`src/rtl/dmem_arbiter_if.sv`:
```
// -----------------------------------------------------------------------------
// dmem_arbiter_if
// Bundles every bus-level signal of the data-memory arbiter: the CPU data
// port, the secondary valid/ready requester, the secondary read return and
// the single-port BRAM port.
//   slave  modport : the arbiter's view (requests in, memory drive out)
//   master modport : the environment's view (requesters and BRAM model)
// Parameter ADDR_W : memory word-address width (must be <= 30).
// -----------------------------------------------------------------------------
interface dmem_arbiter_if #(
   parameter int ADDR_W = 10
);
   // CPU data port
   logic              cpu_req;
   logic [3:0]        cpu_we;
   logic [31:0]       cpu_addr;
   logic [31:0]       cpu_wdata;
   logic [31:0]       cpu_rdata;
   logic              cpu_stall;
   // secondary requester
   logic              sec_valid;
   logic [3:0]        sec_we;
   logic [31:0]       sec_addr;
   logic [31:0]       sec_wdata;
   logic              sec_ready;
   logic              sec_rvalid;
   logic [31:0]       sec_rdata;
   // single-port BRAM, 1-cycle read latency
   logic              mem_en;
   logic [3:0]        mem_we;
   logic [ADDR_W-1:0] mem_addr;
   logic [31:0]       mem_wdata;
   logic [31:0]       mem_rdata;

   modport slave (
      input  cpu_req, cpu_we, cpu_addr, cpu_wdata,
      output cpu_rdata, cpu_stall,
      input  sec_valid, sec_we, sec_addr, sec_wdata,
      output sec_ready, sec_rvalid, sec_rdata,
      output mem_en, mem_we, mem_addr, mem_wdata,
      input  mem_rdata
   );

   modport master (
      output cpu_req, cpu_we, cpu_addr, cpu_wdata,
      input  cpu_rdata, cpu_stall,
      output sec_valid, sec_we, sec_addr, sec_wdata,
      input  sec_ready, sec_rvalid, sec_rdata,
      input  mem_en, mem_we, mem_addr, mem_wdata,
      output mem_rdata
   );
endinterface

```
`src/rtl/dmem_arbiter.sv`:
```
// -----------------------------------------------------------------------------
// dmem_arbiter
// Shares one single-port BRAM between a CPU data port (priority owner) and a
// secondary valid/ready requester. The CPU wins whenever it requests, except
// that after STARVE_LIMIT consecutive denied secondary cycles the arbiter
// spends exactly one FORCED cycle in which the secondary owns the memory and
// the CPU is stalled.
// Ports:
//   sys_clk   : sole clock, rising edge
//   sys_rst_n : asynchronous active-low reset
//   bus       : dmem_arbiter_if.slave (CPU, secondary and BRAM signals)
// Parameters:
//   ADDR_W       : memory word-address width (<= 30)
//   STARVE_LIMIT : denied secondary cycles before a forced grant (1..15)
// -----------------------------------------------------------------------------
module dmem_arbiter #(
   parameter int ADDR_W       = 10,
   parameter int STARVE_LIMIT = 8
) (
   input  logic           sys_clk,
   input  logic           sys_rst_n,
   dmem_arbiter_if.slave  bus
);

   typedef enum logic [0:0] {
      ST_NORMAL = 1'b0,
      ST_FORCED = 1'b1
   } state_t;

   // counter value at which the next denial triggers the forced grant
   localparam logic [3:0] LIMIT_M1 = 4'(STARVE_LIMIT - 1);

   state_t            r_state;
   logic [3:0]        r_starve_cnt;
   logic              r_rd_pend;

   logic              w_mem_en;
   logic [3:0]        w_mem_we;
   logic [ADDR_W-1:0] w_mem_addr;
   logic [31:0]       w_mem_wdata;
   logic              w_sec_ready;
   logic              w_cpu_stall;
   logic              w_handshake;
   logic [ADDR_W-1:0] w_cpu_word;
   logic [ADDR_W-1:0] w_sec_word;
   logic              w_unused_addr_bits;

   // byte address -> word address; low two bits and high bits are dropped
   assign w_cpu_word = bus.cpu_addr[ADDR_W+1:2];
   assign w_sec_word = bus.sec_addr[ADDR_W+1:2];
   assign w_unused_addr_bits = ^{bus.cpu_addr[31:ADDR_W+2], bus.cpu_addr[1:0],
                                 bus.sec_addr[31:ADDR_W+2], bus.sec_addr[1:0]};

   // Ownership decode: steers the BRAM port to the current owner
   always_comb begin
      w_mem_en    = 1'b0;
      w_mem_we    = 4'h0;
      w_mem_addr  = w_sec_word;
      w_mem_wdata = bus.sec_wdata;
      w_sec_ready = 1'b0;
      w_cpu_stall = 1'b0;
      case (r_state)
         ST_NORMAL: begin
            if (bus.cpu_req) begin
               w_mem_en    = 1'b1;
               w_mem_we    = bus.cpu_we;
               w_mem_addr  = w_cpu_word;
               w_mem_wdata = bus.cpu_wdata;
            end else begin
               w_sec_ready = 1'b1;
               if (bus.sec_valid) begin
                  w_mem_en = 1'b1;
                  w_mem_we = bus.sec_we;
               end else begin
                  w_mem_en = 1'b0;
                  w_mem_we = 4'h0;
               end
            end
         end
         ST_FORCED: begin
            // CPU is held off; cpu_we never reaches the memory here
            w_sec_ready = 1'b1;
            w_cpu_stall = bus.cpu_req;
            if (bus.sec_valid) begin
               w_mem_en = 1'b1;
               w_mem_we = bus.sec_we;
            end else begin
               w_mem_en = 1'b0;
               w_mem_we = 4'h0;
            end
         end
         default: begin
            w_mem_en    = 1'b0;
            w_mem_we    = 4'h0;
            w_sec_ready = 1'b0;
            w_cpu_stall = 1'b0;
         end
      endcase
   end

   assign w_handshake = bus.sec_valid & w_sec_ready;

   // Arbitration FSM: state, starve counter and pending secondary read
   always_ff @(posedge sys_clk or negedge sys_rst_n) begin
      if (!sys_rst_n) begin
         r_state      <= ST_NORMAL;
         r_starve_cnt <= 4'd0;
         r_rd_pend    <= 1'b0;
      end else begin
         // one return per accepted read, always the cycle after acceptance
         r_rd_pend <= w_handshake & (bus.sec_we == 4'h0);
         case (r_state)
            ST_NORMAL: begin
               if (w_handshake || !bus.sec_valid) begin
                  r_starve_cnt <= 4'd0;
               end else if (r_starve_cnt == LIMIT_M1) begin
                  // counter would reach the limit: grant instead of counting
                  r_state      <= ST_FORCED;
                  r_starve_cnt <= 4'd0;
               end else begin
                  r_starve_cnt <= r_starve_cnt + 4'd1;
               end
            end
            ST_FORCED: begin
               r_state      <= ST_NORMAL;
               r_starve_cnt <= 4'd0;
            end
            default: begin
               r_state      <= ST_NORMAL;
               r_starve_cnt <= 4'd0;
            end
         endcase
      end
   end

   assign bus.mem_en     = w_mem_en;
   assign bus.mem_we     = w_mem_we;
   assign bus.mem_addr   = w_mem_addr;
   assign bus.mem_wdata  = w_mem_wdata;
   assign bus.sec_ready  = w_sec_ready;
   assign bus.cpu_stall  = w_cpu_stall;
   assign bus.sec_rvalid = r_rd_pend;
   assign bus.sec_rdata  = bus.mem_rdata;
   assign bus.cpu_rdata  = bus.mem_rdata;

endmodule

```
`src/flat_wrapper.sv`:
```
// flat-port wrapper written by rule: the top's interface ports become plain ports
module dmem_arbiter_flat 
#(
   parameter int ADDR_W       = 10,
   parameter int STARVE_LIMIT = 8
)
  (sys_clk, sys_rst_n, bus_cpu_req, bus_cpu_we, bus_cpu_addr, bus_cpu_wdata, bus_cpu_rdata, bus_cpu_stall, bus_sec_valid, bus_sec_we, bus_sec_addr, bus_sec_wdata, bus_sec_ready, bus_sec_rvalid, bus_sec_rdata, bus_mem_en, bus_mem_we, bus_mem_addr, bus_mem_wdata, bus_mem_rdata);
  dmem_arbiter_if #(.ADDR_W(ADDR_W)) bus_i ();
  input  logic sys_clk;
  input  logic sys_rst_n;
  input wire logic [$bits(bus_i.cpu_req)-1:0] bus_cpu_req;
  input wire logic [$bits(bus_i.cpu_we)-1:0] bus_cpu_we;
  input wire logic [$bits(bus_i.cpu_addr)-1:0] bus_cpu_addr;
  input wire logic [$bits(bus_i.cpu_wdata)-1:0] bus_cpu_wdata;
  output wire logic [$bits(bus_i.cpu_rdata)-1:0] bus_cpu_rdata;
  output wire logic [$bits(bus_i.cpu_stall)-1:0] bus_cpu_stall;
  input wire logic [$bits(bus_i.sec_valid)-1:0] bus_sec_valid;
  input wire logic [$bits(bus_i.sec_we)-1:0] bus_sec_we;
  input wire logic [$bits(bus_i.sec_addr)-1:0] bus_sec_addr;
  input wire logic [$bits(bus_i.sec_wdata)-1:0] bus_sec_wdata;
  output wire logic [$bits(bus_i.sec_ready)-1:0] bus_sec_ready;
  output wire logic [$bits(bus_i.sec_rvalid)-1:0] bus_sec_rvalid;
  output wire logic [$bits(bus_i.sec_rdata)-1:0] bus_sec_rdata;
  output wire logic [$bits(bus_i.mem_en)-1:0] bus_mem_en;
  output wire logic [$bits(bus_i.mem_we)-1:0] bus_mem_we;
  output wire logic [$bits(bus_i.mem_addr)-1:0] bus_mem_addr;
  output wire logic [$bits(bus_i.mem_wdata)-1:0] bus_mem_wdata;
  input wire logic [$bits(bus_i.mem_rdata)-1:0] bus_mem_rdata;
  assign bus_i.cpu_req = bus_cpu_req;
  assign bus_i.cpu_we = bus_cpu_we;
  assign bus_i.cpu_addr = bus_cpu_addr;
  assign bus_i.cpu_wdata = bus_cpu_wdata;
  assign bus_cpu_rdata = bus_i.cpu_rdata;
  assign bus_cpu_stall = bus_i.cpu_stall;
  assign bus_i.sec_valid = bus_sec_valid;
  assign bus_i.sec_we = bus_sec_we;
  assign bus_i.sec_addr = bus_sec_addr;
  assign bus_i.sec_wdata = bus_sec_wdata;
  assign bus_sec_ready = bus_i.sec_ready;
  assign bus_sec_rvalid = bus_i.sec_rvalid;
  assign bus_sec_rdata = bus_i.sec_rdata;
  assign bus_mem_en = bus_i.mem_en;
  assign bus_mem_we = bus_i.mem_we;
  assign bus_mem_addr = bus_i.mem_addr;
  assign bus_mem_wdata = bus_i.mem_wdata;
  assign bus_i.mem_rdata = bus_mem_rdata;
  dmem_arbiter #(.ADDR_W(ADDR_W), .STARVE_LIMIT(STARVE_LIMIT)) u_core (.sys_clk(sys_clk), .sys_rst_n(sys_rst_n), .bus(bus_i));
endmodule
```
`config.mk`:
```
export PLATFORM = sky130hd
export DESIGN_NAME = dmem_arbiter_flat
export DESIGN_NICKNAME = d
export VERILOG_FILES = /design/src/rtl/dmem_arbiter_if.sv /design/src/rtl/dmem_arbiter.sv /design/src/flat_wrapper.sv
export SDC_FILE = /design/constraint.sdc
export NUM_CORES = 1
export LEC_CHECK = 0
export CAP_MARGIN = 20
export CORE_AREA = 2 2 110 112
export DETAILED_ROUTE_END_ITERATION = 7
export DIE_AREA = 0 0 112 114
export GPL_TIMING_DRIVEN = 0
export HOLD_SLACK_MARGIN = 0.05
export PLACE_DENSITY = 0.65
export SYNTH_ARGS = -nofsm -noshare
export SYNTH_HDL_FRONTEND = slang
export SYNTH_SLANG_ARGS = --single-unit
```
`constraint.sdc`:
```
create_clock -name sys_clk -period 2.3 [get_ports sys_clk]
set_input_delay 0.46 -clock sys_clk [delete_from_list [all_inputs] [get_ports sys_clk]]
set_output_delay 0.46 -clock sys_clk [all_outputs]
set_load 0.005 [all_outputs]
```
==> results.md <==
- Wire per inst: 12.59 µm
- Comb pwr share: 0.628
- CP peak stage delay: between 0.4 and 0.5 ns
- Ratio of cells with drive above 1 in the final layout: 0.3904
- Placer congestion estimate: roughly 0.73
- Synthesized netlist cell count: 150
- # setup viols final: 0
- Fin nets: 549
- Post-synthesis mux area share: 0.4028
- Post-synth EDFFs: 0
- Adder-Cell Fraction of Synth Area: 0.008104
- Final Skew: roughly 0.0015 ns
- Status: finished clean
- Ys flop type: dfrtp_1
- Area delta synth->final: 158.8%
- Vias in the first global route: 1,842
- CTS sink count: 6
- Die area: 12,770 µm²
- First-pass GRT wire length: 9673 µm
- Port Buf Inserts: 209
- Worst-path clk slew: 0.03 ns
- Largest net degree at the start of global routing: 11
- Setup_tns: 0 ns
- Number of synthesized register bits: 6
- Req. time, crit path: 1.84 ns
- Clock Latency Late Sink: 0.23 ns
- Dpl cells: slightly above 500
- CP cell instances: nor2b_4 -> buf_12 -> bufbuf_16 -> mux2_2 -> dlygate4sd2_1
- Detail Route Antenna Nets: 0
- Clock share of power: 0.267
- Post-synth ARST share: 1.000
- Drt pass-1 iters: 3
- Post-Layout Cell Count: 521
- # rows: 40
- Overflow left after global routing: 0
- I/O Pins: 286
- Syn Area/Cell: 10.29 µm²
- Hpwl dp: 5770 µm
- Max Cap Viol: 0
- Total track usage: 0.09389
- Buf/Inv on CP: 3
- Number of hold buffers added after CTS: 0
- Clock Path Buffers: 2
- RSZ-0062 raised after global routing: no
- Hold crit path type: in2async
- Clk root buf: clkbuf_16
- CP startpoint kind: flop
- Pleak: ~1.9 nW
- Pwr/cell area: 261.1 nW/µm²
- Max IR drop VDD: ~0.28 mV
- Switching Fraction: 0.2067
- Vias: ~1,800
- Post-Synth XOR/XNOR Area: 0.005673
- DRC Markers: 0
- CORE AREA: 11,710 µm²
- Crit Path Max Fanout: 5
- CP max-delay cell: dfrtp_2
- Crit Path Class: reg2out
- CP Capture Type: primary output
- Syn Nets: 323
- Minimum clock period: 2.245 ns
- 1st-iter DRT viols: 5
- Compound-Gate Fraction of Synth Area: 0.01297
- Post-synthesis simple-gate area fraction: 0.08590
- Final period util: 0.9761
- Die Height: 114 µm
- Slew Limit Fails: 0
- Largest family of logic cells by synthesized area: multiplexers
- Antenna violations before repair: 0
- CTS tree: done
- Final Util: 0.3412
- Worst hold slack: 0.4830 ns
- Synthesized area: 1544 µm²
- Slew HR: 0.7961
- Fmax: roughly 450 MHz
- Int Pwr: 0.8278 mW
- Die width: around 110 µm
- Worst EP arrival: between 1.5 and 2 ns
- Vias per cell: 3.482
- Antenna Cells: 0
- Initial Util: 0.1318
- Num CTS Buffers: 3
- Cell family with most CP delay: buffers and inverters
- Final hold viol count: 0
- Count of cell types in the netlist: 21
- Post-synthesis sequential area ratio: 0.09724
- Yosys Warn Count: 0
- Clock H-tree levels: 1
- Worst-Margin Slew: 0.3050 ns
- Sequential power share: 0.105
- Psw: 0.2157 mW
- Routed wire length: roughly 6600 µm
## final timing paths
kind                       slack (ns)                              from  depth (start not counted)                          endpoint
max                              0.06          u_core.r_state$_DFF_PN0_                          5                   bus_mem_addr[1]
max in group asynchronous        1.58                         sys_rst_n                          1          u_core.r_state$_DFF_PN0_
min in group sys_clk             0.49  u_core.r_starve_cnt[3]$_DFF_PN0_                          1          u_core.r_state$_DFF_PN0_
min                              0.48                         sys_rst_n                          1  u_core.r_starve_cnt[0]$_DFF_PN0_
min reg2reg                      0.49  u_core.r_starve_cnt[3]$_DFF_PN0_                          1          u_core.r_state$_DFF_PN0_
max reg2reg                      0.90          u_core.r_state$_DFF_PN0_                          7          u_core.r_state$_DFF_PN0_
## power groups by stage
| stage | Clock [mW] | Sequential [mW] | Combinational, mW |
|---|---|---|---|
| 6_report | 0.279 | 0.110 | 0.655 |
| 5_1_grt | 0.293 | 0.110 | 0.699 |
| 4_1_cts | 0.282 | 0.110 | 0.667 |
| 3_5_place_dp | 0 | 0.111 | 0.675 |
| 3_3_place_gp | 0 | 0.111 | 0.668 |
| 2_1_floorplan | 0 | 0.110 | 0.248 |
## Yosys cell counts, types with 2 or more instances
| master | n | area, µm² |
|---|---|---|
| mux2_2 | 5 | 56.30 |
| o21ai_0 | 4 | 20.02 |
| nand2_1 | 10 | 37.54 |
| buf_4 | 64 | 480.5 |
| nor2_1 | 5 | 18.77 |
| buf_12 | 5 | 100.1 |
| dfrtp_1 | 6 | 150.1 |
| mux2_4 | 37 | 555.5 |
| nor3_2 | 2 | 20.02 |
## per-stage QoR
stage	instance area, µm²	setup WS, ns	power (mW)
CTS	3994	0.02181	1.059
global route	3996	0.01212	1.102
detailed placement	3820	-0.3871	0.7854
floorplan	1544	0.6625	0.3586
global placement	3820	-0.3795	0.7790
finish	3996	0.05503	1.043
## cells by family (layout without fill, tap and decap cells)
| kind of cell | count (synthesis) | after routing |
|---|---|---|
| buffers and inverters | 71 | 295 |
| muxes | 43 | 43 |
| and+or+nand+nor | 24 | 24 |
| DFF | 6 | 6 |
| AOI/OAI and AO/OA | 4 | 4 |
| adders and majority gates | 1 | 1 |
| xor gates and xnor gates | 1 | 1 |
## cell type report
cell class	instances	area [µm²]
Sequential cell	6	151.4
Fill cell	1232	7715
Clock buffer	3	75.07
Timing Repair Buffer	221	2192
Tap cell	147	183.9
Buffer	70	594.3
Inverter	1	3.754
Multi-Input combinational cell	73	795.8
## sequential cells by signal, indices dropped and copies added (netlist names)
| register | count |
|---|---|
| u_core.r_starve_cnt | 4 |
| u_core.r_state | 1 |
| u_core.bus.sec_rvalid | 1 |
## placed cells by master (no fill, tap or decap), drive strengths merged
master / n
bufbuf: 1
mux2: 42
nor4: 1
dlygate4sd2: 31
clkdlybuf4s50: 161
xnor2: 1
mux2i: 1
nand2: 11
clkbuf: 4
buf: 91
clkdlybuf4s15: 6
o21ai: 4
and2: 1
nor2: 5
ha: 1
nor3: 2
nor2b: 1
dfrtp: 6
or2: 1
and3: 1
nand3: 1
inv: 1
## routing by layer
layer	wire length, µm	global-route usage	up-vias
li1	-	-	882
met4	12	0.007317	0
met5	0	0	-
met2	3473	0.1721	107
met1	2361	0.1082	823
met3	711	0.03666	2
## repair_timing
| item | CTS | global route |
|---|---|---|
| setup buffers | 10 | 0 |
| endpoints found under the setup margin | 48 | 2 |
| gates cloned | 2 | 0 |
| resized for setup | 91 | 2 |
| pin swaps | 0 | 0 |
Note: power is estimated with default switching activity, not from simulation.
